## src/rtl/imem_loader.sv

```systemverilog
// imem_loader: boot-time byte-stream loader for the MIPS instruction memory.
// Assembles big-endian words from a valid/ready byte stream, writes them to
// the IM word array, verifies an XOR checksum and releases cpu_hold on success.
module imem_loader #(
    parameter int unsigned ADDR_W = 7,
    parameter int unsigned DEPTH  = 128
) (
    input  logic              CLK,
    input  logic              RST,
    input  logic              start,
    input  logic              byte_valid,
    input  logic [7:0]        byte_data,
    output logic              byte_ready,
    output logic              im_we,
    output logic [ADDR_W-1:0] im_addr,
    output logic [31:0]       im_wdata,
    output logic              cpu_hold,
    output logic              done,
    output logic              error
);

    localparam int unsigned CNT_W     = ADDR_W + 1;
    localparam int unsigned LEN_W     = 16;
    localparam logic [LEN_W-1:0] DEPTH_LEN = LEN_W'(DEPTH);

    typedef enum logic [2:0] {
        IDLE,
        HDR_HI,
        HDR_LO,
        DATA,
        CHK,
        DONE,
        ERR
    } state_e;

    state_e             state, stateNext;
    logic [LEN_W-1:0]   lenWords, lenNext;
    logic [1:0]         byteCnt, byteCntNext;
    logic [CNT_W-1:0]   wordCnt, wordCntNext;
    logic [7:0]         xorAcc, xorNext;
    logic [23:0]        wordBuf, bufNext;
    logic               weNext;
    logic [ADDR_W-1:0]  addrNext;
    logic [31:0]        wdataNext;
    logic               readyNext, holdNext, doneNext, errorNext;
    logic               handshake;

    // Next-state, datapath and registered-output next values
    always_comb begin
        stateNext   = state;
        lenNext     = lenWords;
        byteCntNext = byteCnt;
        wordCntNext = wordCnt;
        xorNext     = xorAcc;
        bufNext     = wordBuf;
        weNext      = 1'b0;
        addrNext    = im_addr;
        wdataNext   = im_wdata;
        handshake   = byte_valid && byte_ready;

        if (start) begin
            // Restart from any state; a byte arriving with start is dropped.
            stateNext   = HDR_HI;
            lenNext     = '0;
            byteCntNext = '0;
            wordCntNext = '0;
            xorNext     = '0;
            bufNext     = '0;
        end else begin
            case (state)
                HDR_HI: begin
                    if (handshake) begin
                        lenNext   = {byte_data, 8'h00};
                        stateNext = HDR_LO;
                    end
                end
                HDR_LO: begin
                    if (handshake) begin
                        lenNext = {lenWords[15:8], byte_data};
                        if (lenNext == '0 || lenNext > DEPTH_LEN) begin
                            stateNext = ERR;
                        end else begin
                            stateNext = DATA;
                        end
                    end
                end
                DATA: begin
                    if (handshake) begin
                        xorNext     = xorAcc ^ byte_data;
                        byteCntNext = byteCnt + 2'd1;
                        if (byteCnt == 2'd3) begin
                            weNext      = 1'b1;
                            addrNext    = wordCnt[ADDR_W-1:0];
                            wdataNext   = {wordBuf, byte_data};
                            wordCntNext = wordCnt + CNT_W'(1);
                            if (LEN_W'(wordCnt) + LEN_W'(1) == lenWords) begin
                                stateNext = CHK;
                            end
                        end else begin
                            bufNext = {wordBuf[15:0], byte_data};
                        end
                    end
                end
                CHK: begin
                    if (handshake) begin
                        stateNext = (byte_data == xorAcc) ? DONE : ERR;
                    end
                end
                default: begin
                    stateNext = state;
                end
            endcase
        end

        readyNext = (stateNext == HDR_HI) || (stateNext == HDR_LO) ||
                    (stateNext == DATA)   || (stateNext == CHK);
        holdNext  = (stateNext != DONE);
        doneNext  = (stateNext == DONE);
        errorNext = (stateNext == ERR);
    end

    // State, datapath and output registers with synchronous reset
    always_ff @(posedge CLK) begin
        if (RST) begin
            state      <= IDLE;
            lenWords   <= '0;
            byteCnt    <= '0;
            wordCnt    <= '0;
            xorAcc     <= '0;
            wordBuf    <= '0;
            byte_ready <= 1'b0;
            im_we      <= 1'b0;
            im_addr    <= '0;
            im_wdata   <= '0;
            cpu_hold   <= 1'b1;
            done       <= 1'b0;
            error      <= 1'b0;
        end else begin
            state      <= stateNext;
            lenWords   <= lenNext;
            byteCnt    <= byteCntNext;
            wordCnt    <= wordCntNext;
            xorAcc     <= xorNext;
            wordBuf    <= bufNext;
            byte_ready <= readyNext;
            im_we      <= weNext;
            im_addr    <= addrNext;
            im_wdata   <= wdataNext;
            cpu_hold   <= holdNext;
            done       <= doneNext;
            error      <= errorNext;
        end
    end

endmodule
```

## config.mk

```make
export PLATFORM = sky130hd
export DESIGN_NAME = imem_loader
export DESIGN_NICKNAME = d
export VERILOG_FILES = /design/src/rtl/imem_loader.sv
export SDC_FILE = /design/constraint.sdc
export NUM_CORES = 1
export LEC_CHECK = 0
export BUFFER_PORTS_ARGS = -buffer_cell sky130_fd_sc_hd__buf_2
export CORE_MARGIN = 4
export CORE_UTILIZATION = 51
export DETAILED_ROUTE_END_ITERATION = 7
export GPL_TIMING_DRIVEN = 0
export PLACE_DENSITY = 0.72
export SLEW_MARGIN = 20
export SYNTH_ARGS = -nofsm -noshare
export SYNTH_HDL_FRONTEND = slang
export SYNTH_SLANG_ARGS = --single-unit
```

## constraint.sdc

```tcl
create_clock -name CLK -period 2.55 [get_ports CLK]
set_clock_uncertainty 0.1 [all_clocks]
set_input_delay 0.3825 -clock CLK [delete_from_list [all_inputs] [get_ports CLK]]
set_output_delay 0.3825 -clock CLK [all_outputs]
set_load 0.005 [all_outputs]
```

==> results.md <==
- Layout cells sized above 1: between 10% and 20%
- Hold crit path type: in -> reg
- Worst Tran Pin Value: about 0.83 ns
- Final Max Slew Viols: 0
- Shortest period the worst path allows: approximately 2.5 ns
- Reg2Reg Depth: 8
- Hold path startpoint: RST
- Drt pass-1 iters: 5
- Crit path DAT: 2.66 ns
- Yosys cell types: 49
- Highest clock rate: ~400 MHz
- Max-cap violations: 0
- Reg2reg end: cpu_hold
- CTS Sinks: 105
- Placed wire-length estimate: 7361 um
- Fillers: roughly 760
- Avg Inst Size Synth: 8.095 um^2
- Worst flop-to-flop path startpoint: wordCnt[1]
- Worst VDD drop: 0.2863 mV
- I/O pin total: 56
- Vias in the first global route: ~3600
- CP Launch Type: register
- Post-route ant nets: 0
- Drt wl/cell: 14.99 um
- Post-Route Utilization: 61.14%
- Die width: 99.72 um
- Asr flop ratio synth: 0%
- Insertion delay to the later sink of the worst-skew pair: 0.36 ns
- Synth Flop Type: dfxtp_1
- TNS Setup: 0 ns
- R2R setup slack: 0.04 ns
- Critical Path Fanout Max: 7
- Syn_nets: 544
- Leak: roughly 1.8 nW
- Power Dens Cells: roughly 550 nW/um^2
- Hold Fails Final Rpt: 0
- Pin count of the biggest net entering global routing: 20
- Clock tree buffer depth: 2
- Crit path capture type: register
- Register area share after synthesis: 48.99%
- First-pass GRT wire length: approximately 18000 um
- # port buffers: 52
- RSZ-0062 raised after global routing: true
- Hold Crit Endpoint: im_wdata[19]
- Worst Path Required: 2.71 ns
- Core area: 8217 um^2
- Clock-pin slew on the worst setup and hold paths: 0.11 ns
- Cts bufs inserted: 9
- Nets: roughly 600
- Gr usage total: 21.85%
- H-tree depth: 3
- Area Growth Syn to Fin: 17.09%
- Routability cong.: around 0.90
- Final setup viols: 0
- Slew headroom: 43.87%
- Routed WL: roughly 11000 um
- Starting density of the core: about 52%
- Diode count: 0
- Congestion Overflow GR: 0
- Synthesis warning total: 0
- Final worst path period share: 98.25%
- Routed via count: 3876
- Initial drt markers: 221
- Mapped Area: 4290 um^2
- Synth Instances: 530
- DR DRC count: 0
- CTS tree: done
- Vias per inst: ~5.5
- Die area: 9944 um^2
- Initial antenna violation count: 0
- EDFF count, synth: 0
- Hold Buf Count CTS: 0
- WHS Path Cells: 2
- Crit path kind: reg -> reg
- Placement Rows: 33
- Root buf cell: clkbuf_8
- Status: completed
- #FFs+latches synth: 105
- Die H: 99.72 um
-- final cells by class --
class,count,area (um^2),area share (%)
clock buffer,10,127.6,2.540
tap,105,131.4,2.615
inverter,3,11.26,0.2242
sequential,105,2107,41.94
buffer,36,173.9,3.462
timing repair buffer,61,327.8,6.526
multi-input combinational,384,2088,41.57
clock inverter,6,56.30,1.121
-- power by group --
part	leakage (nW)	internal, mW	switching (mW)	total (mW)
sequential	0.847	1.64	0.00493	1.65
clock	0.0917	0.381	0.617	0.998
combinational	0.858	0.0304	0.0744	0.105
total	1.80	2.05	0.697	2.75
-- worst max-delay path: stages, from the launching register on --
cell       delay (ns)
dfxtp_4          0.37
ha_4             0.18
xor2_1           0.14
or3_4            0.35
a2111oi_4        0.37
o311ai_4         0.16
nor2_1           0.19
o21ai_1          0.14
or3_1            0.39
-- Yosys cell counts, types with 2 or more instances --
cell      number  area (um^2)
nand2_1      151        566.8
dfxtp_1      105         2102
a21oi_1       80        400.4
clkbuf_1      28        105.1
nor2_1        28        105.1
xor2_1        23        201.4
nand3_1       13        65.06
a22oi_1        8        60.06
nor3_1         8        40.04
o21ai_0        8        40.04
or3_1          8        50.05
nand4_1        6        37.54
xnor2_1        6        52.55
buf_2          4        20.02
nand2b_1       4        25.02
nor4_1         4        25.02
buf_6          3        33.78
inv_1          3        11.26
or2_2          3        18.77
a31oi_1        2        12.51
ha_1           2        25.02
mux2i_1        2        20.02
nor2b_1        2        12.51
nor3b_1        2        15.01
nor4b_1        2        17.52
o32ai_1        2        17.52
-- registers in the layout, indices dropped and copies added (netlist names), 2 cells and up --
register / cells
byteCnt: 2
im_addr: 7
im_wdata: 32
lenWords: 16
state: 3
wordBuf: 24
wordCnt: 8
xorAcc: 8
-- metrics by stage --
step                instance area [um^2]  worst slack (ns)  cells  hold WS, ns  power, mW
CTS                                 4986           0.01002    708       0.1341      2.754
global route                        5024          -0.07290    710       0.1460      2.827
detailed placement                  4682           -0.4107    687       0.3439      1.786
global placement                    4682           -0.4302    687       0.3408      1.785
floorplan                           4290          0.004262    530       0.3316      1.741
finish                              5024           0.04465    710       0.1461      2.749
-- worst max-delay path by stage --
stage,startpoint,end,slack [ns],cells after the start
global route,wordCnt[3],cpu_hold,-0.07,8
global placement,byte_valid,im_wdata[13],-0.43,9
floorplan,wordCnt[1],cpu_hold,0.004,9
CTS,wordCnt[3],error,0.01,10
finish,wordCnt[1],cpu_hold,0.04,8
detailed placement,byte_valid,im_wdata[14],-0.41,9
-- logic make-up after synthesis --
family | Yosys count | share of synthesized area (%)
AND/OR/NAND/NOR | 242 | 25.40
AO/OA/AOI/OAI | 109 | 14.23
buffers and inverters | 41 | 4.404
flip-flops | 105 | 48.99
adder cells (fa/ha/maj) | 2 | 0.5832
XOR/XNOR | 29 | 5.920
multiplexers | 2 | 0.4666
-- repair_timing --
action,CTS,global route
gates resized for setup,14,8
endpoints found under the setup margin,45,16
pin swaps,3,3
setup buffers,6,3
-- placed cells by master (no fill, tap or decap), types with 3 or more instances in the layout --
cell        n
nor2_1     28
nor3_1      7
a21oi_1    80
or2_2       3
nand2b_1    4
dfxtp_1   103
buf_6       3
o21ai_0     7
a22oi_1     8
xnor2_1     6
clkbuf_1   26
xor2_1     23
or3_1       7
nand3_1    13
nand4_1     6
nand2_1   150
buf_4      11
inv_1       3
inv_6       3
clkbuf_8    9
buf_2      54
nor4_1      4
-- metal layers --
| layer | vias to the layer above | GRT usage (%) | part of all wire (%) |
|---|---|---|---|
| li1 | 1919 | - | - |
| met1 | 1822 | 30.84 | 48 |
| met2 | 118 | 33.30 | 44 |
| met3 | 17 | 4.278 | 6.7 |
| met4 | 0 | 7.773 | 1.6 |
| met5 | - | 0 | 0 |
Power figures use the tool's default switching activity.
